## config.mk

```make
export PLATFORM = sky130hd
export DESIGN_NAME = uart_tx_feeder
export DESIGN_NICKNAME = d
export VERILOG_FILES = /design/src/rtl/uart_tx_feeder.sv
export SDC_FILE = /design/constraint.sdc
export NUM_CORES = 1
export LEC_CHECK = 0
export ABC_AREA = 0
export BUFFER_PORTS_ARGS = -buffer_cell sky130_fd_sc_hd__buf_2
export CORE_MARGIN = 2
export CORE_UTILIZATION = 37
export DETAILED_ROUTE_END_ITERATION = 10
export PLACE_DENSITY_LB_ADDON = 0.2
export SLEW_MARGIN = 20
export SYNTH_ARGS = -nofsm -noshare
export SYNTH_HDL_FRONTEND = slang
export SYNTH_SLANG_ARGS = --single-unit
```

## constraint.sdc

```tcl
create_clock -name clock -period 2.7 [get_ports clock]
set_input_delay 0.405 -clock clock [delete_from_list [all_inputs] [get_ports clock]]
set_output_delay 0.405 -clock clock [all_outputs]
set_load 0.05 [all_outputs]
```

## src/rtl/uart_tx_feeder.sv

```systemverilog
// Byte FIFO feeding a register-mapped UART core: programs the baud divisor, then writes each byte
// and its start strobe. Optional watchdog in WAIT enabled by UART_TX_FEEDER_TIMEOUT_EN.
module uart_tx_feeder #(
    parameter int unsigned DEPTH          = 8,
    parameter int unsigned CLKS_PER_BIT   = 16,
    parameter logic [7:0]  ADDR_BAUD      = 8'h00,
    parameter logic [7:0]  ADDR_TX        = 8'h04,
    parameter logic [7:0]  ADDR_CTRL      = 8'h08,
    parameter int unsigned TIMEOUT_CYCLES = 4096
) (
    input  logic                       clock,
    input  logic                       reset,
    input  logic                       io_in_valid,
    input  logic [7:0]                 io_in_bits,
    output logic                       io_in_ready,
    output logic                       io_core_ren,
    output logic                       io_core_we,
    output logic [7:0]                 io_core_addr,
    output logic [31:0]                io_core_wdata,
    input  logic                       io_core_intr_tx,
    output logic                       io_busy,
    output logic [$clog2(DEPTH):0]     io_level,
    output logic                       io_timeout
);
    localparam int unsigned AW = $clog2(DEPTH);
    localparam logic [AW:0] LVL_FULL = DEPTH[AW:0];

    typedef enum logic [2:0] {
        StBoot, StInitBaud, StIdle, StWriteData, StWriteEn, StWait
    } state_t;

    logic [7:0]    r_mem [DEPTH];
    logic [AW-1:0] r_wptr, r_rptr;
    logic [AW:0]   r_level;
    state_t        r_state;
    logic          r_we;
    logic [7:0]    r_addr;
    logic [31:0]   r_wdata;
    logic          r_intr_prev;
    logic          w_push, w_pop, w_intr_rise;

    assign w_push      = io_in_valid && io_in_ready;
    assign w_pop       = (r_state == StIdle) && (r_level != '0);
    assign w_intr_rise = io_core_intr_tx && !r_intr_prev;

    assign io_in_ready   = (r_level != LVL_FULL);
    assign io_level      = r_level;
    assign io_core_ren   = 1'b0;
    assign io_core_we    = r_we;
    assign io_core_addr  = r_addr;
    assign io_core_wdata = r_wdata;
    assign io_busy       = (r_state != StIdle) || (r_level != '0);

    always_ff @(posedge clock) begin
        if (w_push) r_mem[r_wptr] <= io_in_bits;
    end

    always_ff @(posedge clock) begin
        if (reset) begin
            r_wptr  <= '0;
            r_rptr  <= '0;
            r_level <= '0;
        end else begin
            if (w_push) r_wptr <= r_wptr + 1'b1;
            if (w_pop)  r_rptr <= r_rptr + 1'b1;
            case ({w_push, w_pop})
                2'b10:   r_level <= r_level + 1'b1;
                2'b01:   r_level <= r_level - 1'b1;
                default: r_level <= r_level;
            endcase
        end
    end

`ifdef UART_TX_FEEDER_TIMEOUT_EN
    localparam int unsigned WDW = (TIMEOUT_CYCLES > 2) ? $clog2(TIMEOUT_CYCLES) : 1;
    localparam logic [WDW-1:0] WDOG_LAST = WDW'(TIMEOUT_CYCLES - 1);
    logic [WDW-1:0] r_wdog;
    logic           r_timeout;
    assign io_timeout = r_timeout;
`else
    logic w_unused_cfg;
    assign w_unused_cfg = ^TIMEOUT_CYCLES;
    assign io_timeout   = 1'b0;
`endif

    // Core outputs are computed from the next state so they are registered alongside it.
    always_ff @(posedge clock) begin
        if (reset) begin
            r_state     <= StBoot;
            r_we        <= 1'b0;
            r_addr      <= '0;
            r_wdata     <= '0;
            r_intr_prev <= 1'b0;
`ifdef UART_TX_FEEDER_TIMEOUT_EN
            r_wdog      <= '0;
            r_timeout   <= 1'b0;
`endif
        end else begin
            r_intr_prev <= io_core_intr_tx;
            r_we        <= 1'b0;
            r_addr      <= '0;
            r_wdata     <= '0;
`ifdef UART_TX_FEEDER_TIMEOUT_EN
            r_timeout   <= 1'b0;
`endif
            case (r_state)
                StBoot: begin
                    r_state <= StInitBaud;
                    r_we    <= 1'b1;
                    r_addr  <= ADDR_BAUD;
                    r_wdata <= CLKS_PER_BIT;
                end
                StInitBaud: r_state <= StIdle;
                StIdle: begin
                    if (w_pop) begin
                        r_state <= StWriteData;
                        r_we    <= 1'b1;
                        r_addr  <= ADDR_TX;
                        r_wdata <= {24'h0, r_mem[r_rptr]};
                    end
                end
                StWriteData: begin
                    r_state <= StWriteEn;
                    r_we    <= 1'b1;
                    r_addr  <= ADDR_CTRL;
                    r_wdata <= 32'h1;
                end
                StWriteEn: begin
                    r_state <= StWait;
`ifdef UART_TX_FEEDER_TIMEOUT_EN
                    r_wdog  <= '0;
`endif
                end
                StWait: begin
                    if (w_intr_rise) begin
                        r_state <= StIdle;
`ifdef UART_TX_FEEDER_TIMEOUT_EN
                    end else if (r_wdog == WDOG_LAST) begin
                        r_state   <= StIdle;
                        r_timeout <= 1'b1;
                    end else begin
                        r_wdog <= r_wdog + 1'b1;
`endif
                    end
                end
                default: r_state <= StBoot;
            endcase
        end
    end
endmodule
```

; Yosys cells after proc, flatten, opt, wreduce, memory -nomap -nowiden
; Memories as Yosys holds them, arrays and structs flattened. A register that Yosys moved wholly into a read port is not among the register bits.
; Cells that the tools add are included.
[op_classes]
n_addsub = 4
mul = 0
div_mod_pow = 0
magnitude_cmp = 0
n_eq_ne = 11
shifts = 0
n_mux = 14
n_bitwise = 0
n_reduce_logical = 10
[ops]
columns = operator, count
row1 = $pmux W8 S3, 1
row2 = $pmux W3 S6, 1
row3 = $pmux W4 S2, 2
row4 = $mux W3, 5
row5 = $mux W8, 1
row6 = $add A3 B1 Y3 const B, 2
row7 = $eq A3 B2 Y1 const B, 2
row8 = $eq A3 B3 Y1 const B, 2
row9 = $add A4 B1 Y4 const B, 1
row10 = $ne A2 B2 Y1 const B, 2
row11 = $ne A4 B4 Y1 const B, 1
row12 = $reduce_bool A4 Y1, 1
row13 = $sub A4 B1 Y4 const B, 1
row14 = $eq A3 B1 Y1 const B, 1
row15 = $logic_and A1 B1 Y1, 3
row16 = $logic_not A3 Y1, 1
row17 = $mux W1, 3
row18 = $ne A3 B2 Y1 const B, 1
row19 = $eq A2 B1 Y1 const B, 1
row20 = $eq A2 B2 Y1 const B, 1
row21 = $pmux W1 S2, 1
row22 = $reduce_and A2 Y1, 1
row23 = $reduce_bool A2 Y1, 1
row24 = $reduce_or A2 Y1, 1
row25 = 2 further kinds, 2
[totals]
regBits = 55
latchBits = 0
ram_bits = 64
mem_bits_ro = 0
input_bits = 12
out_inout_bits = 49
memories = 1
[mem_list]
columns = name, words, word_bits, rd, rd_ports_with_merged_regs, write_ports, line_no
row1 = r_mem, 8, 8, 1, 1, 1, 32  ; logic [7:0] r_mem [DEPTH];

; Longest topological paths before layout
; Gate-level depths: netlist (run 1).
[logic_depth]
word_depth = 4
ltp_mapped = 11
depth_no_buf = 10

; Worst setup path before layout (run 1)
; OpenSTA, ideal clock, no wires.
[synth_timing]
path_kind = flip-flop to flip-flop
from = register r_level[1] (netlist: io_level[1])
to = register r_level[3] (netlist: io_level[3])
arrival_time_ns = 2.922
required_time_ns = 2.579
setup_slack_ns = -0.343
path_stages_with_launch = 8
n_path_buf = 1
cell_sequence = dfxtp_1 or4b_1 clkbuf_1 nand2_2 ha_1 or3_1 o32ai_1 mux2_2
[synth_between]
elab_chain_cells = 4
[synth_lines]
columns = item, line_no
row1 = start: declaration, 34  ; logic [AW:0] r_level;
row2 = start signal: assignment, 67  ; 2'b10: r_level <= r_level + 1'b1;
row3 = start signal: assignment, 68  ; 2'b01: r_level <= r_level - 1'b1;
row4 = start signal: assignment, 69  ; default: r_level <= r_level;
row5 = $ne A4 B4 Y1 (*), 46  ; assign io_in_ready = (r_level != LVL_FULL);
row6 = named net io_in_ready, 15  ; output logic io_in_ready,
row7 = $logic_and A1 B1 Y1 (*), 42  ; assign w_push = io_in_valid && io_in_ready;
row8 = $eq A2 B1 Y1 or $eq A2 B2 Y1 (tied branches), 66  ; case ({w_push, w_pop})
row9 = $pmux W4 S2 or $reduce_bool A2 Y1 (tied branches), --
; Mark *: on every way through the listed nets, which the timed path passes. The rest lies on a longest branch.
; A chain may end at the register's enable or synchronous reset.

; Final worst setup path (run 1)
[layout_timing]
from = register r_level[1] (netlist: io_level[1])
to = register r_level[3] (netlist: io_level[3])
[layout_between]
elab_chain_cells = 4
[layout_lines]
columns = item, line_no
row1 = $ne A4 B4 Y1 or $reduce_bool A4 Y1 (tied branches), "46, 43"
row2 = $logic_and A1 B1 Y1 (on tied branches), "42, 43"
row3 = $eq A2 B1 Y1 or $eq A2 B2 Y1 (tied branches), 66
row4 = $pmux W4 S2 or $reduce_bool A2 Y1 (tied branches), --
; Parallel ways exist; a longest one is shown, timed or not.

==> impl_metrics.csv, run 1 <==
group,metric,value,unit
critical_path,crit_type,"flip-flop to flip-flop",
critical_path,crit_start,"io_level[1]",
critical_path,critical_path.top_delay_family,"simple AND/OR/NAND/NOR gates",
drt,drt_wl_total,6410,µm
sta,clock.fmax,396,MHz
logic_synthesis,netlist_area,3790,µm²
critical_path,worst-path-buf-inv,0,
cells_and_area,layout-drive-gt1-share,28.8,%
critical_path,cpPeakStageDelay,640,ps
clocking,cts_buffers,9,
logic_synthesis,yosys_warnings,0,
critical_path,crit_arrival,2780,ps
place,hpwl,4280,µm
drt,routedWlPerCell,15.0,µm
global_route,grt_max_degree,21,
cells_and_area,nets,307,
die,die_w,105,µm
logic_synthesis,yosysSeqAreaShare,65.4,%
drt,via_per_inst,4.61,
power,vdd_drop_max,337,µV
worst_hold_path,min_from,"io_core_intr_tx",
critical_path,crit_fanout,8,
sta,rsz0062_at_grt,"no",
place,io_buffer_count,28,
critical_path,required,2950,ps
cells_and_area,fill_cells,897,
critical_path,cp_slowest_cell,"or4b_1",
logic_synthesis,syn_avg_cell_area,15.2,µm²
worst_hold_path,min_path_type,"input port to flip-flop",
power,powerDensity,830,nW/µm²
sta,hold_viol,0,
clocking,clock_path_buffers,2,
clocking,insertion_delay,360,ps
logic_synthesis,async_reset_ff_share,0,%
cells_and_area,fin_cells,428,
power,power.total,3.49,mW
clocking,cts_tree,"built",
logic_synthesis,synth_flop_cell,"edfxtp_1",
global_route,gr-usage-all-layers,12.4,%
global_route,grt_pass1_vias,1938,
logic_synthesis,synth_edf_count,64,
sta,setup_viol,0,
sta,max_slew_margin,59.0,%
drt,drc_errors,0,
critical_path,reg2reg_from,"io_level[1]",
clocking,cts_max_level,3,
die,die_h,105,µm
die,die_area,11100,µm²
critical_path,crit_path_end_kind,"flip-flop",
die,initial_core_util,38.5,%
cells_and_area,syn_to_final_growth,10.9,%
clocking,cts_root_buf,"clkbuf_8",
global_route,grt_pass1_wl,10300,µm
clocking,clkSlewWorstSetupHoldPaths,90,ps
logic_synthesis,synth_cell_type_count,42,
sta,fin_tns_setup,0,ps
drt,dr.first_iter.drc_count,70,
sta,tightest_slew,613,ps
die,num_rows,36,
logic_synthesis,yosys_register_bits,92,
die,core-area,9860,µm²
global_route,antenna_found_initial,0,
logic_synthesis,netlist_instances,250,
sta,final-max-slew-violation-count,0,
die,io_pins,61,
drt,dr.pass1.iters,4,
global_route,grt-ovfl-total,0,
sta,fin_crit_sh,93.5,%
job,cap_violations,0,
place,place.gp.congestion,0.703,
drt,vias,1972,
cells_and_area,n_antenna_cell,0,
critical_path,cp_cell_sequence,"or4b_1, nand2_2, ha_1, or3_1, o32ai_1, mux2_2",
sta,min_period,2520,ps
sta,finClkSkew,13.8,ps
power,total_leakage_power,1.55,nW
clocking,cts.sinks,92,
clocking,holdBufCountCts,0,
clocking,cts_setup_buffers,0,
status,outcome,"finished, final reports clean",
critical_path,critPathLaunchType,"flip-flop",
drt,ant_nets,0,
place,placed_cells,412,
## power by group
group / switching (mW) / internal, mW
clock: 0.499 / 0.346
sequential: 0.0926 / 1.63
combinational: 0.601 / 0.325
total: 1.19 / 2.30
## state kept, by name (all words and copies together), names as in the netlist, 2 cells and up, named ones only
register,count
r_mem,64
io_core_wdata,8
io_level,4
r_rptr,3
r_state,3
r_wptr,3
io_core_addr,2
## logic make-up (layout without fill, tap and decap cells)
kind of cell    count (synthesis)  count (layout)  share of synthesized area [%]
compound gates                 15              15                           2.51
xor+xnor                        8               8                           1.85
fa+ha+maj                       5               5                           1.65
buf+inv                        46              60                           8.15
flops                          92              92                           65.4
mux                            26              26                           12.2
other cells                     1              32                         0.0988
simple gates                   57              57                           8.11
## synth_stat cells, types with 2 or more instances
cell / count / area share (%)
mux2i_1: 8 / 2.1
inv_1: 2 / 0.20
nor2b_1: 7 / 1.2
nand2b_1: 4 / 0.66
dfxtp_1: 28 / 15
clkbuf_1: 5 / 0.49
xor2_1: 7 / 1.6
nor4_1: 2 / 0.33
a21oi_1: 7 / 0.92
mux2_2: 2 / 0.59
nand3_1: 3 / 0.40
or3_1: 2 / 0.33
mux4_2: 16 / 9.5
nand2_1: 2 / 0.20
buf_2: 4 / 0.53
nor3_1: 4 / 0.53
nor2_1: 23 / 2.3
ha_1: 5 / 1.6
buf_4: 33 / 6.5
edfxtp_1: 64 / 51
## repair_timing
| action | 4_1_cts | 5_1_grt |
|---|---|---|
| hold endpoints to repair | 0 | 0 |
| endpoints found under the setup margin | 0 | 1 |
| gates resized for setup | 0 | 1 |
## cells in the final DEF (no fill, tap or decap), types with 7 or more instances in the layout
master	instances
clkbuf_8	9
mux4_2	16
dfxtp_1	24
a21oi_1	7
buf_4	14
edfxtp_1	64
nor2b_1	7
buf_2	28
xor2_1	7
conb_1	32
mux2i_1	8
nor2_1	23
## metal layers
layer | track usage (%) | wire length [µm] | vias to the layer above
li1 | - | - | 940
met1 | 16.1 | 2900 | 962
met2 | 19.3 | 3110 | 62
met3 | 3.71 | 285 | 8
met4 | 5.43 | 118 | 0
met5 | 0 | 0 | -
## final cells by class
class | count | area (µm²) | area share [%]
tap | 133 | 166 | 3.95
inverter | 2 | 7.51 | 0.178
multi-input combinational | 143 | 1120 | 26.6
sequential | 92 | 2490 | 59.1
clock inverter | 7 | 56.3 | 1.34
clock buffer | 9 | 124 | 2.94
timing repair buffer | 42 | 245 | 5.83
## path summary, 6_finish.rpt
path	end	slack, ps	cells past startpoint
worst max-delay path	io_level[3]	180	6
worst min-delay path	r_intr_prev	270	2
worst max register to register	io_level[3]	180	6
worst min register to register	io_level[2]	520	2
## worst register-to-register path: stages (launching register included)
cell and delay (ps):
dfxtp_2 370, or4b_1 640, nand2_2 210, ha_1 330
or3_1 390, o32ai_1 130, mux2_2 360
## metrics by stage
| step | setup WS (ps) | cell area [µm²] | hold WS, ps | util, % |
|---|---|---|---|---|
| final | 175 | 4210 | 267 | 42.7 |
| after global routing | 11.4 | 4210 | 270 | 42.7 |
| after CTS | 158 | 4210 | 255 | 42.6 |
| after detailed placement | 178 | 4030 | 516 | 40.8 |
| after global placement | 216 | 4030 | 510 | 40.8 |
| after floorplan | 1.74 | 3920 | 485 | - |
Power figures use the tool's default switching activity.
==> inputs of run 2 (changes only) <==
==> constraint.sdc (replaced) <==
create_clock -name clock -period 2.6 [get_ports clock]
set_input_delay 0.39 -clock clock [delete_from_list [all_inputs] [get_ports clock]]
set_output_delay 0.39 -clock clock [all_outputs]
set_load 0.05 [all_outputs]
==> run 2 against run 1 <==
  * Wire length rose by 2.0%
  * Count of clock-buffer cells in the layout grew 3
  * Highest routed layer unchanged
  * Critical path depth is 2 lower
==> impl_metrics.csv, run 2 (synthesis results as in run 1) <==
group,metric,value,unit
status,outcome,"finished, final reports clean",
cells_and_area,n_antenna_cell,0,
global_route,grt_util_met2,20.7,%
power,internal_power,2.40,mW
drt,vias,2020,
place,hpwl,4260,µm
cells_and_area,largest_reg_flops,64,
power,pwr-share-comb,27.0,%
clocking,clock_path_buffers,2,
power,vdd_drop_max,517,µV
clocking,cts_root_buf,"clkbuf_8",
critical_path,cp_slowest_cell,"or4_4",
sta,clock.fmax,394,MHz
clocking,holdBufCountCts,0,
critical_path,cpPeakStageDelay,530,ps
clocking,cts_buffers,9,
drt,dr.pass1.iters,4,
sta,final-max-slew-violation-count,0,
drt,drc_errors,0,
clocking,cts.sinks,92,
drt,drt_wl_total,6540,µm
die,die_area,11100,µm²
global_route,grt_use_met1,15.8,%
cells_and_area,mostFrequentLayoutCells,"edfxtp_1, conb_1, buf_2",
worst_hold_path,min_path_type,"input port to flip-flop",
die,io_pins,61,
sta,setup_slack,62.7,ps
global_route,grt_max_degree,21,
critical_path,critPathLaunchType,"flip-flop",
critical_path,critical_path.top_delay_family,"simple AND/OR/NAND/NOR gates",
critical_path,worst-path-buf-inv,2,
place,placed_cells,414,
cells_and_area,layout-drive-gt1-share,29.0,%
power,p_sw_share,33.6,%
global_route,grt_pass1_vias,1951,
die,num_rows,36,
sta,min_period,2540,ps
clocking,cts_tree,"built",
global_route,antenna_found_initial,0,
clocking,cts_max_level,3,
critical_path,required,2210,ps
cells_and_area,fill_cells,897,
global_route,grt_pass1_wl,10400,µm
cells_and_area,final_core_util,42.7,%
cells_and_area,nets,309,
sta,setup_viol,0,
cells_and_area,top_register,"r_mem",
clocking,cts_setup_buffers,0,
place,pre_cts_slack,174,ps
drt,dr.first_iter.drc_count,59,
critical_path,crit_arrival,2150,ps
critical_path,crit_fanout,8,
sta,holdWs,252,ps
drt,via_per_inst,4.70,
critical_path,cp_cell_sequence,"or4_4, buf_4, or4b_4, buf_2",
power,p_sw,1.21,mW
power,seq_power_share,50.2,%
power,total_leakage_power,1.56,nW
sta,hold_viol,0,
sta,finClkSkew,9.69,ps
global_route,grt_use_met3,2.72,%
place,place.gp.congestion,0.685,
sta,fin_crit_sh,97.6,%
critical_path,crit_type,"flip-flop to primary output",
die,core-area,9860,µm²
cells_and_area,final_common_cell,"edfxtp_1",
power,powerDensity,858,nW/µm²
drt,ant_nets,0,
global_route,grt_busiest_layer,"met2",
place,io_buffer_count,28,
global_route,grt-ovfl-total,0,
job,cap_violations,0,
cells_and_area,fin_cells,430,
drt,routedWlPerCell,15.2,µm
die,die_w,105,µm
power,power.total,3.61,mW
clocking,clkSlewWorstSetupHoldPaths,80,ps
clocking,insertion_delay,360,ps
global_route,gr-usage-all-layers,12.7,%
die,die_h,105,µm
die,initial_core_util,38.5,%
power,power_frac_clock,22.9,%
cells_and_area,syn_to_final_growth,10.9,%
critical_path,crit_path_end_kind,"primary output",
[run 2: worst paths after layout]
| kind | from | cells past startpoint | slack, ps | to |
|---|---|---|---|---|
| min reg2reg | io_level[2] | 2 | 530 | io_level[2] |
| max | io_level[1] | 4 | 60 | io_busy |
| min | io_core_intr_tx | 2 | 250 | r_intr_prev |
| max reg2reg | io_level[1] | 9 | 170 | io_level[2] |
[run 2: area by class of cell]
cell class	instances	area (µm²)	share of cell area, %
Clock buffer	12	135	3.21
Clock inverter	4	27.5	0.654
Inverter	2	7.51	0.178
Multi-Input combinational cell	143	1120	26.7
Sequential cell	92	2490	59.1
Tap cell	133	166	3.95
Timing Repair Buffer	44	260	6.18
[run 2: timing repair]
| item | 4_1_cts | 5_1_grt |
|---|---|---|
| hold endpoints to repair | 0 | 0 |
| gates resized for setup | 0 | 2 |
| endpoints found under the setup margin | 0 | 1 |
[run 2: worst reg2reg max path: stages (launching register included)]
cell     delay, ps
dfxtp_2        370
or4b_1         570
nand2_2        180
ha_2           260
xor2_1         160
ha_1           180
a21oi_2         40
xor2_1         150
or3_1          300
a21oi_1        140
[run 2: through the flow]
stage / setup TNS (ps) / cell area [µm²]
after floorplan: 0 / 3930
after global placement: 0 / 4040
after detailed placement: 0 / 4040
after CTS: 0 / 4200
after global routing: -5.86 / 4210
final: 0 / 4210
[run 2: layer usage]
metal  wire length, µm  share of wire, %
met3               306               4.7
met5                 0                 0
met4                77               1.2
met1              2910                45
met2              3240                50
[run 2: power groups by stage]
stage | clock network (mW) | registers (mW) | logic (mW)
global placement | 0 | 1.84 | 0.972
finish | 0.825 | 1.81 | 0.974
global route | 0.922 | 1.83 | 1.06
detailed placement | 0 | 1.84 | 0.982
CTS | 0.858 | 1.81 | 0.987
floorplan | 0 | 1.96 | 0.697
